**src/rtl/rc4_pkg.sv**
```systemverilog
// Shared definitions for the arcfour key-search scheduler: FSM encoding and chunk sizing.
package rc4_pkg;

  typedef enum logic [2:0] {
    ST_IDLE      = 3'd0,
    ST_DISPATCH  = 3'd1,
    ST_DRAIN     = 3'd2,
    ST_SUCCESS   = 3'd3,
    ST_EXHAUSTED = 3'd4
  } sched_state_t;

  // Default chunk is 2^16 keys; instances may shrink it for short key spaces.
  localparam int DEFAULT_CHUNK_LOG = 16;
  localparam longint unsigned DEFAULT_CHUNK_SIZE = 64'd1 << DEFAULT_CHUNK_LOG;

endpackage

```
**src/rtl/rr_arbiter.sv**
```systemverilog
// Combinational round-robin picker: first eligible (req & ~mask) core at or after pointer.
module rr_arbiter #(
  parameter int N     = 8,
  parameter int LOG_N = 3
) (
  input  logic [N-1:0]     req,
  input  logic [N-1:0]     mask,
  input  logic [LOG_N-1:0] pointer,
  output logic [N-1:0]     grant,
  output logic [LOG_N-1:0] index,
  output logic             valid
);

  logic [N-1:0] eligible;

  assign eligible = req & ~mask;

  always_comb begin
    int               pos;
    logic [LOG_N-1:0] pos_idx;
    grant   = '0;
    index   = '0;
    valid   = 1'b0;
    pos     = 0;
    pos_idx = '0;
    for (int i = 0; i < N; i++) begin
      pos = int'(pointer) + i;
      if (pos >= N) pos = pos - N;
      pos_idx = LOG_N'(pos);
      if (!valid && eligible[pos_idx]) begin
        valid          = 1'b1;
        grant[pos_idx] = 1'b1;
        index          = pos_idx;
      end
    end
  end

endmodule

```
**src/rtl/key_chunk_scheduler.sv**
```systemverilog
// Hands out fixed-size key chunks to arcfour cores round-robin and collects done/found reports.
// Handshake: a core holds req while idle; a one-cycle grant (with base/last) answers it, and the
// core owns that chunk until it pulses chunk_done or found; kill returns every core to idle.
module key_chunk_scheduler
  import rc4_pkg::*;
#(
  parameter int                   NUM_CORES     = 8,
  parameter int                   LOG_NUM_CORES = 3,
  parameter int                   KEY_WIDTH     = 24,
  parameter int                   CHUNK_LOG     = DEFAULT_CHUNK_LOG,
  parameter logic [KEY_WIDTH-1:0] KEY_MAX       = 24'h3FFFFF
) (
  input  logic                           clk,
  input  logic                           reset,
  input  logic                           start,
  input  logic                           abort,
  input  logic [NUM_CORES-1:0]           req,
  input  logic [NUM_CORES-1:0]           chunk_done,
  input  logic [NUM_CORES-1:0]           found,
  input  logic [NUM_CORES*KEY_WIDTH-1:0] found_key,
  output logic [NUM_CORES-1:0]           grant,
  output logic [KEY_WIDTH-1:0]           grant_base,
  output logic [KEY_WIDTH-1:0]           grant_last,
  output logic                           kill,
  output logic                           busy,
  output logic                           success,
  output logic                           exhausted,
  output logic [LOG_NUM_CORES-1:0]       winner_core,
  output logic [KEY_WIDTH-1:0]           winner_key,
  output logic [2:0]                     state_dbg
);

  localparam int                 KW1         = KEY_WIDTH + 1;
  localparam logic [KEY_WIDTH:0] CHUNK_SIZE  = KW1'(1) << CHUNK_LOG;
  localparam logic [KEY_WIDTH:0] KEY_MAX_EXT = {1'b0, KEY_MAX};

  sched_state_t                 state_q, state_d;
  logic [KEY_WIDTH:0]           next_base_q, next_base_d;
  logic [NUM_CORES-1:0]         outstanding_q, outstanding_d;
  logic [LOG_NUM_CORES-1:0]     rr_ptr_q, rr_ptr_d;

  logic [NUM_CORES-1:0]         grant_d;
  logic [KEY_WIDTH-1:0]         grant_base_d, grant_last_d;
  logic                         kill_d;
  logic [LOG_NUM_CORES-1:0]     winner_core_d;
  logic [KEY_WIDTH-1:0]         winner_key_d;

  logic [NUM_CORES-1:0]         arb_grant;
  logic [LOG_NUM_CORES-1:0]     arb_index;
  logic                         arb_valid;

  logic                         any_found;
  logic [LOG_NUM_CORES-1:0]     found_idx;
  logic [KEY_WIDTH-1:0]         found_key_sel;
  logic [KEY_WIDTH:0]           chunk_end;
  logic [KEY_WIDTH:0]           chunk_last;

  rr_arbiter #(
    .N     (NUM_CORES),
    .LOG_N (LOG_NUM_CORES)
  ) u_rr_arbiter (
    .req     (req),
    .mask    (outstanding_q),
    .pointer (rr_ptr_q),
    .grant   (arb_grant),
    .index   (arb_index),
    .valid   (arb_valid)
  );

  // Lowest-index reporting core wins: scan downwards so the last hit is the smallest index.
  always_comb begin
    any_found     = |found;
    found_idx     = '0;
    found_key_sel = '0;
    for (int i = NUM_CORES - 1; i >= 0; i--) begin
      if (found[i]) begin
        found_idx     = LOG_NUM_CORES'(i);
        found_key_sel = found_key[i*KEY_WIDTH +: KEY_WIDTH];
      end
    end
  end

  // Chunk end computed one bit wider so the final chunk cannot wrap past zero.
  always_comb begin
    chunk_end  = next_base_q + CHUNK_SIZE - KW1'(1);
    chunk_last = (chunk_end > KEY_MAX_EXT) ? KEY_MAX_EXT : chunk_end;
  end

  always_comb begin
    state_d       = state_q;
    next_base_d   = next_base_q;
    outstanding_d = outstanding_q;
    rr_ptr_d      = rr_ptr_q;
    grant_d       = '0;
    grant_base_d  = '0;
    grant_last_d  = '0;
    kill_d        = 1'b0;
    winner_core_d = winner_core;
    winner_key_d  = winner_key;

    case (state_q)
      ST_IDLE, ST_SUCCESS, ST_EXHAUSTED: begin
        if (start) begin
          state_d       = ST_DISPATCH;
          next_base_d   = '0;
          outstanding_d = '0;
          rr_ptr_d      = '0;
          winner_core_d = '0;
          winner_key_d  = '0;
        end
      end
      ST_DISPATCH, ST_DRAIN: begin
        if (abort) begin
          state_d = ST_IDLE;
          kill_d  = 1'b1;
        end else if (any_found) begin
          state_d       = ST_SUCCESS;
          kill_d        = 1'b1;
          winner_core_d = found_idx;
          winner_key_d  = found_key_sel;
        end else begin
          outstanding_d = outstanding_q & ~chunk_done;
          if (state_q == ST_DISPATCH) begin
            if (arb_valid) begin
              grant_d       = arb_grant;
              grant_base_d  = next_base_q[KEY_WIDTH-1:0];
              grant_last_d  = chunk_last[KEY_WIDTH-1:0];
              next_base_d   = next_base_q + CHUNK_SIZE;
              outstanding_d = outstanding_d | arb_grant;
              rr_ptr_d      = (arb_index == LOG_NUM_CORES'(NUM_CORES - 1))
                              ? '0 : arb_index + LOG_NUM_CORES'(1);
              if (chunk_last == KEY_MAX_EXT) state_d = ST_DRAIN;
            end
          end else if (outstanding_q == '0) begin
            state_d = ST_EXHAUSTED;
            kill_d  = 1'b1;
          end
        end
      end
      default: state_d = ST_IDLE;
    endcase
  end

  always_ff @(posedge clk or negedge reset) begin
    if (!reset) begin
      state_q       <= ST_IDLE;
      next_base_q   <= '0;
      outstanding_q <= '0;
      rr_ptr_q      <= '0;
      grant         <= '0;
      grant_base    <= '0;
      grant_last    <= '0;
      kill          <= 1'b0;
      busy          <= 1'b0;
      success       <= 1'b0;
      exhausted     <= 1'b0;
      winner_core   <= '0;
      winner_key    <= '0;
    end else begin
      state_q       <= state_d;
      next_base_q   <= next_base_d;
      outstanding_q <= outstanding_d;
      rr_ptr_q      <= rr_ptr_d;
      grant         <= grant_d;
      grant_base    <= grant_base_d;
      grant_last    <= grant_last_d;
      kill          <= kill_d;
      busy          <= (state_d == ST_DISPATCH) || (state_d == ST_DRAIN);
      success       <= (state_d == ST_SUCCESS);
      exhausted     <= (state_d == ST_EXHAUSTED);
      winner_core   <= winner_core_d;
      winner_key    <= winner_key_d;
    end
  end

  assign state_dbg = state_q;

endmodule

```
**config.mk**
```make
export PLATFORM = sky130hd
export DESIGN_NAME = key_chunk_scheduler
export DESIGN_NICKNAME = d
export VERILOG_FILES = /design/src/rtl/rc4_pkg.sv /design/src/rtl/rr_arbiter.sv /design/src/rtl/key_chunk_scheduler.sv
export SDC_FILE = /design/constraint.sdc
export NUM_CORES = 1
export LEC_CHECK = 0
export BUFFER_PORTS_ARGS = -buffer_cell sky130_fd_sc_hd__clkbuf_2
export CORE_MARGIN = 2
export CORE_UTILIZATION = 35
export CTS_CLUSTER_SIZE = 10
export DETAILED_ROUTE_END_ITERATION = 8
export GPL_TIMING_DRIVEN = 1
export PLACE_DENSITY_LB_ADDON = 0.08
export REMOVE_ABC_BUFFERS = 1
export SYNTH_ARGS = -nofsm -noshare
export SYNTH_HDL_FRONTEND = slang
export SYNTH_SLANG_ARGS = --single-unit
```
**constraint.sdc**
```tcl
create_clock -name clk -period 8.8 [get_ports clk]
set_input_delay 0.44 -clock clk [delete_from_list [all_inputs] [get_ports clk]]
set_output_delay 0.44 -clock clk [all_outputs]
set_load 0.05 [all_outputs]
```
==> impl_metrics.ini <==
[run_status]
status = complete, no violations

[power_and_ir_drop]
p_per_area_mw_per_mm2 = 256
power_mw = 2.26
p_clk_share_pct = 17.1
power_frac_comb_pct = 61.0
seq_power_share_pct = 21.9
irDropWorstVdd_mv = 0.123
p_int_mw = 1.11
leakage_nw = 4.12
switching_power_mw = 1.15
switching_share_pct = 50.8

[global_routing]
grt_use_met2_pct = 41.7
overflow = 0
grt.total_usage_pct = 24.4
top_usage_layer = met2
met3_usage_pct = 4.29
met1_usage_pct = 31.0
grt_max_degree = 61
grt_pass1_wl_um = 41300
grt_pass1_vias = 7330
grt_antenna_before_repair = 3

[synth]
ys_ff_latch = 81
synth_top_area_share_pct = 28.8
synth_top_family_by_area = compound AO/OA/AOI/OAI gates
synth_warnings = 0
ys_seq_area_share_pct = 28.8
synth-compound-area-share_pct = 27.9
synth_edf_count = 0
syn_inst = 851
synth-simple-area-share_pct = 22.5
synth.area.top_cells = dfrtp_1 (29%), o21ai_0 (7.2%), nand2_1 (4.8%), mux2i_1 (4.7%), a221oi_1 (3.9%)
synth_fa_ha_area_share_pct = 1.95
ys_types = 78
ys.flop_type = dfrtp_1
netlist_area_mm2 = 0.00705
synth_xor_area_share_pct = 1.74
postSynthAreaPerCell_um2 = 8.28
yosysTopAreaCell = dfrtp_1
synthMuxAreaShare_pct = 9.00
synthArstFlopShare_pct = 100

[floorplan]
core_mm2 = 0.0196
start_util_pct = 36.0
die_x_um = 146
floorplan.die.height_um = 146
dieArea_mm2 = 0.0213
rows = 51
ios = 310

[critical_path]
cp_max_fo = 21
slowest_stage = ha_1
crit_start = rr_ptr_q[1]
max_stage_delay_ps = 990
end_kind = register
cp_common_cell = ha_1
timing.rr.start = rr_ptr_q[1]
required_ps = 9030
crit_chain = clkinv_1 -> ha_1 -> clkinv_1 -> mux4_2 -> nor4b_4 -> nand2b_1 -> a21oi_1 -> a2111oi_0 -> a221oi_1 -> ha_1 -> ha_1 -> nand2b_1 -> nor4_1 -> o21ai_0 -> o41ai_1
cp_top_family = adder cells
critPathBufInv = 2
worstSetupPathType = register to register
arrival_ps = 6030
startpoint_type = register

[cells_and_area]
area_growth_pct = 25.2
nFillCells = 2006
fin_cells = 1361
nets = 1319
final_common_cell = clkbuf_2
drive_above_1_share_pct = 33.9
most-common-layout-cells = clkbuf_2 (308), o21ai_0 (102), nand2_1 (90)

[drt]
viasPerCell = 5.55
first_pass_iters = 5
vias = 7557
wirelength_um = 26500
drc = 0
ant_nets = 0
drt-initial-drc-count = 443
post_drt_wl_per_cell_um = 19.4

[clock_network]
cts_resized = 0
clockBufferDepth = 2
clock_sinks = 81
clock-root-buffer = clkbuf_16
cts_setup_buffers = 0
htree_levels = 3
path_clk_slew_ps = 60
worstSkewPairLatency_ps = 350
cts_tree = built
numCtsBuffers = 9

[place]
place_hpwl_um = 20300
gp_congestion = 0.910
port_buffers = 309
dp.cells = 1341

[timing]
tns_ps = 0
hold_viol_final = 0
rsz0062_at_grt = no
min_period_ps = 5800
finClkSkew_ps = 8.11
finalSetupViolCount = 0
tightest_slew_ps = 1020
slew-limit-headroom_pct = 32.1
fin_crit_sh_pct = 66.0
finalMaxSlewViolations = 0
fmax_ghz = 0.172

[hold_path]
hp-class = primary input to register
hold_start = found_key[6]

[flow_run]
max-cap-violations = 0
worst register-to-register path, cell delays in order (launching register included):
cell and delay [ps]:
dfrtp_1 670, clkinv_1 490, ha_1 990, clkinv_1 520
mux4_2 700, nor4b_4 500, nand2b_1 230, a21oi_1 60
a2111oi_0 420, a221oi_1 150, ha_1 260, ha_1 170
nand2b_1 150, nor4_1 190, o21ai_0 110, o41ai_1 100
final timing paths:
path,to,slack [ps],cells after the start
max,rr_ptr_q[0],3000,15
min,winner_key[6],330,3
max reg2reg,rr_ptr_q[0],3000,15
min reg2reg,winner_core[1],480,2
max in group asynchronous,kill,7200,3
min in group asynchronous,outstanding_q[4],540,2
routing by layer:
layer,part of all wire [%],vias up
met5,0,-
met4,2.4,0
met3,5.9,35
met2,50,283
met1,42,3580
li1,-,3659
sequential cells by signal, summed over array words and instances, names as in the netlist, 8 cells and up:
signal         count
winner_key        24
grant_last        10
outstanding_q      8
grant_base         9
grant              8
next_base_q        9
final cells by class:
| type | count | area [um2] | share of cell area [%] |
|---|---|---|---|
| Clock inverter | 6 | 67.6 | 0.766 |
| Inverter | 13 | 51.3 | 0.582 |
| Multi-Input combinational cell | 662 | 4460 | 50.6 |
| Tap cell | 265 | 332 | 3.76 |
| Timing Repair Buffer | 321 | 1640 | 18.6 |
| Sequential cell | 81 | 2030 | 23.0 |
| Clock buffer | 10 | 229 | 2.60 |
| Antenna cell | 3 | 7.51 | 0.0851 |
power by group through the flow:
stage / clock network, mW / registers (mW) / logic (mW)
2_1_floorplan: 0 / 0.717 / 0.726
3_3_place_gp: 0 / 0.502 / 1.37
3_5_place_dp: 0 / 0.500 / 1.36
4_1_cts: 0.395 / 0.496 / 1.37
5_1_grt: 0.412 / 0.505 / 1.48
6_report: 0.385 / 0.496 / 1.38
kinds of logic (layout without fill, tap and decap cells):
logic type	Yosys count	after routing
simple gates	297	297
buf+inv	110	350
flops	81	81
other cells	1	6
fa+ha+maj	11	11
compound gates	289	289
mux	48	48
xor+xnor	14	14
stage by stage:
step	area (um2)	hold slack, ps	util (%)	worst slack [ps]
after floorplan	6540	144	-	3310
after global placement	8500	359	43.4	3270
after detailed placement	8500	363	43.4	3070
after CTS	8810	318	45.0	3060
after global routing	8820	336	45.0	2480
final	8820	329	45.0	3000
cell usage after synthesis, types with 5 or more instances:
library cell / number
o21ai_1: 5
o21ai_0: 102
o211ai_1: 8
nor3b_1: 6
nand4_1: 5
buf_4: 30
o21a_1: 6
nand2_1: 90
ha_1: 11
and2_1: 14
nor3_1: 14
dfrtp_1: 81
nor2b_1: 36
clkbuf_1: 52
nand3_1: 15
nand2b_1: 15
nand3b_1: 8
inv_1: 8
mux2i_1: 33
a221oi_1: 31
o31ai_1: 7
a22oi_1: 26
xor2_1: 5
nor2_1: 50
a31oi_1: 8
buf_2: 8
a211oi_1: 6
xnor2_1: 9
o311ai_0: 24
nor4_1: 9
mux4_2: 11
and3_1: 6
a21oi_1: 24
what timing repair did:
action	4_1_cts	5_1_grt
hold buffers	1	0
hold endpoints to repair	21	0
setup endpoints to repair	0	0
(Power assumes the default switching activity.)
